`src/rtl/box_plotter.sv`:
```
// Pixel burst sequencer: paints one CELL x CELL box per request through the VGA plot port.
// Serves erase/draw requests (erase first), then pulses the matching done output once.
module box_plotter #(
  parameter int          CELL         = 4,
  parameter int          X_OFFSET     = 8,
  parameter int          Y_OFFSET     = 0,
  parameter logic [2:0]  DRAW_COLOUR  = 3'b100,
  parameter logic [2:0]  ERASE_COLOUR = 3'b111
) (
  input  logic       clock,
  input  logic       reset,
  input  logic       drawBox,
  input  logic       eraseBox,
  input  logic [4:0] drawX,
  input  logic [4:0] drawY,
  input  logic [4:0] prevX,
  input  logic [4:0] prevY,
  output logic [7:0] vgaX,
  output logic [6:0] vgaY,
  output logic [2:0] colour,
  output logic       plot,
  output logic       doneDraw,
  output logic       doneErase,
  output logic [2:0] debug_state
);

  localparam int             CW   = $clog2(CELL);
  localparam logic [CW-1:0]  LAST = CW'(CELL - 1);

  localparam logic [2:0] IDLE = 3'd0;
  localparam logic [2:0] LOAD = 3'd1;
  localparam logic [2:0] PLOT = 3'd2;
  localparam logic [2:0] DONE = 3'd3;
  localparam logic [2:0] HOLD = 3'd4;

  logic [2:0]    state;
  logic          op_erase;
  logic [8:0]    base_x;
  logic [8:0]    base_y;
  logic [CW-1:0] col;
  logic [CW-1:0] row;

  logic [4:0]    cx;
  logic [4:0]    cy;
  logic [8:0]    load_x;
  logic [8:0]    load_y;
  logic [CW-1:0] next_col;
  logic [CW-1:0] next_row;
  logic [8:0]    px;
  logic [8:0]    py;
  logic          visible;
  logic          last_pixel;
  logic          served_req;
  logic [2:0]    op_colour;

  // px/py is the pixel that will be presented on the outputs after the next edge:
  // pixel (0,0) straight from the inputs in LOAD, the successor of (col,row) in PLOT.
  always_comb begin
    cx         = op_erase ? prevX : drawX;
    cy         = op_erase ? prevY : drawY;
    load_x     = 9'(X_OFFSET) + ({4'd0, cx} << CW);
    load_y     = 9'(Y_OFFSET) + ({4'd0, cy} << CW);
    next_col   = col + 1'b1;
    next_row   = (col == LAST) ? row + 1'b1 : row;
    last_pixel = (col == LAST) && (row == LAST);
    if (state == LOAD) begin
      px = load_x;
      py = load_y;
    end else begin
      px = base_x + 9'(next_col);
      py = base_y + 9'(next_row);
    end
    visible    = (px <= 9'd159) && (py <= 9'd119);
    op_colour  = op_erase ? ERASE_COLOUR : DRAW_COLOUR;
    served_req = op_erase ? eraseBox : drawBox;
  end

  always_ff @(posedge clock or posedge reset) begin
    if (reset) begin
      state     <= IDLE;
      op_erase  <= 1'b0;
      base_x    <= 9'd0;
      base_y    <= 9'd0;
      col       <= '0;
      row       <= '0;
      vgaX      <= 8'd0;
      vgaY      <= 7'd0;
      colour    <= 3'd0;
      plot      <= 1'b0;
      doneDraw  <= 1'b0;
      doneErase <= 1'b0;
    end else begin
      case (state)
        IDLE: begin
          if (eraseBox) begin
            op_erase <= 1'b1;
            state    <= LOAD;
          end else if (drawBox) begin
            op_erase <= 1'b0;
            state    <= LOAD;
          end
        end
        LOAD: begin
          base_x <= load_x;
          base_y <= load_y;
          col    <= '0;
          row    <= '0;
          plot   <= visible;
          if (visible) begin
            vgaX   <= px[7:0];
            vgaY   <= py[6:0];
            colour <= op_colour;
          end
          state <= PLOT;
        end
        PLOT: begin
          if (last_pixel) begin
            plot      <= 1'b0;
            doneErase <= op_erase;
            doneDraw  <= ~op_erase;
            state     <= DONE;
          end else begin
            // Clipped pixels still consume a cycle so every burst has the same length.
            col  <= next_col;
            row  <= next_row;
            plot <= visible;
            if (visible) begin
              vgaX   <= px[7:0];
              vgaY   <= py[6:0];
              colour <= op_colour;
            end
          end
        end
        DONE: begin
          doneDraw  <= 1'b0;
          doneErase <= 1'b0;
          state     <= HOLD;
        end
        HOLD: begin
          if (!served_req) state <= IDLE;
        end
        default: state <= IDLE;
      endcase
    end
  end

  assign debug_state = state;

endmodule

```
`config.mk`:
```
export PLATFORM = sky130hd
export DESIGN_NAME = box_plotter
export DESIGN_NICKNAME = d
export VERILOG_FILES = /design/src/rtl/box_plotter.sv
export SDC_FILE = /design/constraint.sdc
export NUM_CORES = 1
export LEC_CHECK = 0
export CAP_MARGIN = 20
export CELL_PAD_IN_SITES_DETAIL_PLACEMENT = 2
export CELL_PAD_IN_SITES_GLOBAL_PLACEMENT = 2
export CORE_ASPECT_RATIO = 0.5
export CORE_UTILIZATION = 32
export CTS_CLUSTER_DIAMETER = 150
export CTS_CLUSTER_SIZE = 24
export DETAILED_ROUTE_END_ITERATION = 16
export PLACE_DENSITY_LB_ADDON = 0.1
export SLEW_MARGIN = 20
export SYNTH_ARGS = -nofsm -noshare
export SYNTH_HDL_FRONTEND = slang
export SYNTH_SLANG_ARGS = --single-unit
```
`constraint.sdc`:
```
create_clock -name clock -period 2.4 [get_ports clock]
set_input_delay 0.48 -clock clock [delete_from_list [all_inputs] [get_ports clock]]
set_output_delay 0.48 -clock clock [all_outputs]
set_load 0.02 [all_outputs]
```
Word-level counts from Yosys, hierarchy flattened
Cells that the tools add are included.
Storage, ports and cells
  register bits after elaboration: 43
  output and inout bits: 24
  logic and storage cells: 73
Operators by class
  $add $sub $neg: 5
  order comparisons: 2
  equality and inequality tests: 10
  muxes and demuxes: 33
  bitwise operators: 1
  reductions and logical operators: 10
Operator list (count)
  $mux W3: 6
  $mux W9: 2
  $mux W8: 2
  $pmux W8 S2: 1
  $pmux W3 S5: 1
  $mux W7: 2
  $pmux W7 S2: 1
  $mux W5: 2
  $add A9 B2 Y9: 1
  $le A9 B7 Y1 const B: 1
  $le A9 B8 Y1 const B: 1
  $add A4 B7 Y8 const A: 1
  $add A7 B2 Y8: 1
  $mux W2: 4
  $pmux W2 S2: 2
  $eq A3 B2 Y1 const B: 2
  $mux W1: 6
  $ne A2 B2 Y1 const B: 3
  $pmux W1 S2: 3
  $pmux W3 S2: 1
  $reduce_and A2 Y1: 3
  $reduce_bool A2 Y1: 3
  $add A2 B1 Y2 const B: 2
  $eq A2 B2 Y1 const B: 2
  other kinds (7): 8

Logic depth before layout (Yosys ltp)
  depth after elaboration: 9
  depth in mapped cells: 10

Worst setup path before layout
Ideal clock, no wire load.
  path kind: register -> register
  start point: reg state[0], in the netlist debug_state[0]
  end point: reg vgaX[2]
  arrival: 1.884 ns
  data required time: 2.270 ns
  path slack: 0.386 ns
  stages on the path, launching flop included: 9
  path buffers: 4
  cell sequence: dfrtp_1 > buf_4 > nor3b_2 > buf_2 > a31o_2 > buf_2 > buf_4 > mux2i_1 > o211ai_2
Between the ends
  longest elaborated chain between the ends: 7
RTL lines
  from (decl): line 36  | logic [2:0] state;
  from (signal assigned): line 80  | state <= IDLE;
  from (signal assigned): line 97  | state <= LOAD;
  from (signal assigned): line 100  | state <= LOAD;
  $eq A3 B1 Y1: line 66, 93
  $mux W9: line 66  | if (state == LOAD) begin
  $le A9 B8 Y1 or $le A9 B7 Y1 (tied branches): line 73  | visible = (px <= 9'd159) && (py <= 9'd119);
  $logic_and A1 B1 Y1: line 73
  $mux W8: line 109, 127
  $mux W8: line 117  | if (last_pixel) begin
  $pmux W8 S2: line 93  | case (state)
  to (signal assigned): line 110  | vgaX <= px[7:0];
  to (signal assigned): line 128  | vgaX <= px[7:0];
  to (decl): line 18  | output logic [7:0] vgaX,
Several ways; a longest one is shown, not always the timed one. The select of a mux whose other input is x is not followed.
A chain may end at the register's enable or synchronous reset.

Worst setup path after layout
  start point: in drawX[1]
  end point: reg plot
Between the ends
  longest elaborated chain between the ends: 7
RTL lines
  from (decl): line 14  | input logic [4:0] drawX,
  $mux W5 *: line 59  | cx = op_erase ? prevX : drawX;
  $add A4 B7 Y8 *: line 61  | load_x = 9'(X_OFFSET) + ({4'd0, cx} << CW);
  $mux W9 *: line 66
  $le A9 B8 Y1 *: line 73
  $logic_and A1 B1 Y1 *: line 73
  $mux W1: line 117
  $pmux W1 S2 *: line 93
  to (signal assigned): line 108  | plot <= visible;
  to (signal assigned): line 126  | plot <= visible;
  to (decl): line 21  | output logic plot,
Every way passes the cells marked *; elsewhere a longest branch is shown, timed or not.

==> out/summary.md <==
### Worst setup path
- **largest fanout of any net on the critical path** 12
- **slack of the worst reg-to-reg path** 160 ps
- **Max stage delay on crit path** 400 ps
- **cell-by-cell listing of the critical path** clkdlybuf4s50_1 > mux2_2 > ha_1 > xor2_1 > mux2i_2 > buf_4 > a21oi_1 > buf_4 > o21ai_0
- **worst-case reg-to-reg path depth** 8
- **crit start category** input port
- **CP max stage cell** clkdlybuf4s50_1
- **Required @ worst endpoint** 2590 ps
- **capturing element type of the critical path** flop
- **cell occurring most often along the worst timing path** buf_4
- **Worst R2R End** plot$_DFFE_PP0P_
- **classification of the worst setup path** input port to flop
- **data arrival time at the worst-slack endpoint** 2440 ps
- **Critical R2R Launch** op_erase$_DFFE_PP0P_

### Clocking
- **CTS buffer count** 5
- **number of gates given a new drive strength after cts** 0
- **cts-stage hold buffer count** 0
- **root buffer cell** clkbuf_16
- **TritonCTS Sinks** 39
- **clk_lat worst skew** 290 ps
- **clock tree from TritonCTS** built
- **H-tree level count** 2
- **maximum root-to-sink buffer count** 2
- **Clock transition at path regs** 60 ps

### Synthesis
- **Seq cells post-synth** 39
- **number of standard cells after synthesis** 213
- **number of enable flip-flop cells after synthesis** 0
- **Avg Synthesized Cell Area** 10.8 um^2
- **Netlist cell types** 48
- **Synthesis Warnings** 0
- **top flip-flop cell by instance count after synthesis** dfrtp_1
- **Post-Syn Area** 2300 um^2
- **post-synthesis net count** 240
- **sequential share of the synthesized area** 42.4%
- **async set or reset register ratio after synthesis** 100%

### Global route
- **GR Util All Layers** 20.2%
- **first-pass GRT wire length** 11.2 mm
- **antenna violations before repair** 0
- **Remaining Overflow, GRT** 0
- **via count of the first global-routing pass** 2060
- **maximum number of pins on one net before global-route repair** 40

### Final layout
- **leading cell type in the layout, fill and taps excluded** clkdlybuf4s50_1
- **share of final-layout standard cells stronger than drive strength 1** 27.7%
- **final core utilization** 45.5%
- **final layout net count** 300
- **synthesis-to-finish area growth** 34.6%
- **number of standard cells in the final layout excluding fillers** 366
- **most frequent cells in the layout** clkdlybuf4s50_1 (47), dfrtp_1 (39), buf_4 (21)
- **Antenna diodes** 0
- **design area** 3100 um^2

### Timing
- **Min Clock Period, post-route** 2250 ps
- **post-route clock skew** 6.82 ps
- **RSZ-0062 raised after global routing** false
- **# setup viols final** 0
- **Fmax** 0.444 GHz
- **headroom to the max-slew limit** 64.3%
- **worst slew pin tran** 535 ps
- **Slew Limit Fails** 0
- **summed negative setup slack over all endpoints** 0 ps
- **Hold Fails Final Rpt** 0
- **Final period util** 93.8%

### Routing
- **Detailed Route Iter0 Violations** 83
- **number of detailed-routing iterations run before antenna repair** 3
- **detailed-route wire length** 7.10 mm
- **Routed WL per cell** 19.4 um
- **via density per instance** 5.18
- **DRC errors left** 0
- **Final ANT Viol Nets** 0
- **number of vias after detailed routing** 1895

### Placed design
- **post-placement cell area** 2930 um^2
- **GP Congestion** 0.744
- **half-perimeter wire length of the detailed placement result** 5.06 mm
- **number of buffers added on ports** 47
- **Post-Place Cells** 356

### Die
- **die footprint** 7550 um^2
- **starting density of the core** 33.8%
- **Core Footprint** 6810 um^2
- **Chip Height** 62.0 um
- **count of boundary I/O pins** 48
- **count of standard-cell rows** 21
- **die extent in x** 122 um

### Worst hold path
- **Hold Crit Start** colour[2]$_DFFE_PP0P_
- **Hold WC Path Type** flop to flop
- **terminating pin of the worst hold path** colour[2]$_DFFE_PP0P_
- **WHS Path Cells** 1

### Run
- **max-cap viol count** 0

### Outcome
- **run status** finished clean

### Pwr
- **VDD IR max** 0.557 mV
- **standby leakage power** 0.00129 uW
- **Power Density** 1610 nW/um^2
- **post-route total power** 4990 uW

-- cells by family after synthesis --
| family | after synthesis | share of synthesized area [%] |
|---|---|---|
| adders and majority gates | 3 | 1.63 |
| xor gates and xnor gates | 4 | 1.52 |
| and+or+nand+nor | 68 | 17.7 |
| muxes | 29 | 13.6 |
| buffers and inverters | 26 | 7.34 |
| DFF | 39 | 42.4 |
| AOI/OAI and AO/OA | 44 | 15.7 |
-- synthesized netlist by cell type (2+ instances only) --
| cell type | number | area, um^2 |
|---|---|---|
| nor2_1 | 5 | 18.8 |
| nand2b_1 | 2 | 12.5 |
| buf_2 | 6 | 30.0 |
| ha_1 | 3 | 37.5 |
| o211ai_2 | 9 | 113 |
| and4_1 | 2 | 17.5 |
| nor3_1 | 3 | 15.0 |
| mux2_2 | 16 | 180 |
| mux2i_1 | 12 | 120 |
| dfrtp_1 | 39 | 976 |
| nand2_2 | 8 | 50.1 |
| nand4_1 | 11 | 68.8 |
| buf_6 | 6 | 67.6 |
| a31o_2 | 2 | 17.5 |
| a22oi_1 | 2 | 15.0 |
| nand3_1 | 4 | 20.0 |
| and3_1 | 2 | 12.5 |
| o21ai_0 | 6 | 30.0 |
| inv_1 | 7 | 26.3 |
| a31oi_1 | 4 | 25.0 |
| nor3b_1 | 6 | 45.0 |
| xnor2_1 | 2 | 17.5 |
| o221ai_1 | 3 | 26.3 |
| a21oi_1 | 9 | 45.0 |
| xor2_1 | 2 | 17.5 |
| buf_4 | 3 | 22.5 |
| nand2_1 | 18 | 67.6 |
-- critical path, delay by kind of cell --
family / cells / cell delay, ps
AOI/OAI and AO/OA: 2 / 290
xor gates and xnor gates: 1 / 180
adders and majority gates: 1 / 230
buffers and inverters: 3 / 790
muxes: 2 / 470
-- sequential cells by signal (all words and copies together), names as in the netlist --
signal	count
op_erase	1
row	2
vgaX	8
vgaY	7
col	2
base_y	5
colour	2
debug_state	3
doneErase	1
base_x	6
plot	1
doneDraw	1
-- through the flow --
stage / hold WS, ps / setup slack, ps
finish: 483 / 149
global route: 523 / 41.9
CTS: 491 / 12.6
detailed placement: 473 / -302
global placement: 467 / -209
floorplan: 459 / 386
-- final cells by class --
type,instances,area [um^2]
clock buffers,6,129
repair buffers,70,668
multi-input cells,148,1160
inverters,9,41.3
well taps,92,115
clock inverters,2,12.5
flip-flops and latches,39,976
fillers,718,3710
-- power by group --
| group | switching (uW) | internal, uW | total (uW) | leakage [uW] |
|---|---|---|---|---|
| logic | 1670 | 1450 | 3130 | 0.000744 |
| registers | 239 | 966 | 1210 | 0.000474 |
| clock network | 277 | 384 | 661 | 0.0000669 |
| total | 2190 | 2800 | 4990 | 0.00129 |
-- worst max-delay path by stage --
stage	from	to	slack [ps]	depth (start not counted)
2_1_floorplan	debug_state[0]$_DFFE_PP0P_	vgaX[2]$_DFFE_PP0P_	390	8
3_3_place_gp	prevX[1]	vgaX[1]$_DFFE_PP0P_	-210	8
3_5_place_dp	drawX[1]	vgaY[0]$_DFFE_PP0P_	-300	8
4_1_cts	op_erase$_DFFE_PP0P_	vgaY[0]$_DFFE_PP0P_	10	7
5_1_grt	drawX[1]	plot$_DFFE_PP0P_	40	9
6_report	drawX[1]	plot$_DFFE_PP0P_	150	9
-- metal layers --
layer	vias up	track usage, %	routed length (um)
li1	901	-	-
met1	966	27.7	3510
met2	23	33.3	3360
met3	5	4.74	191
met4	0	3.70	35
met5	-	0	0
-- what timing repair did --
action	4_1_cts	5_1_grt
buffers inserted	0	2
endpoints found under the setup margin	1	4
pin swaps	1	1
Power figures use the tool's default switching activity.
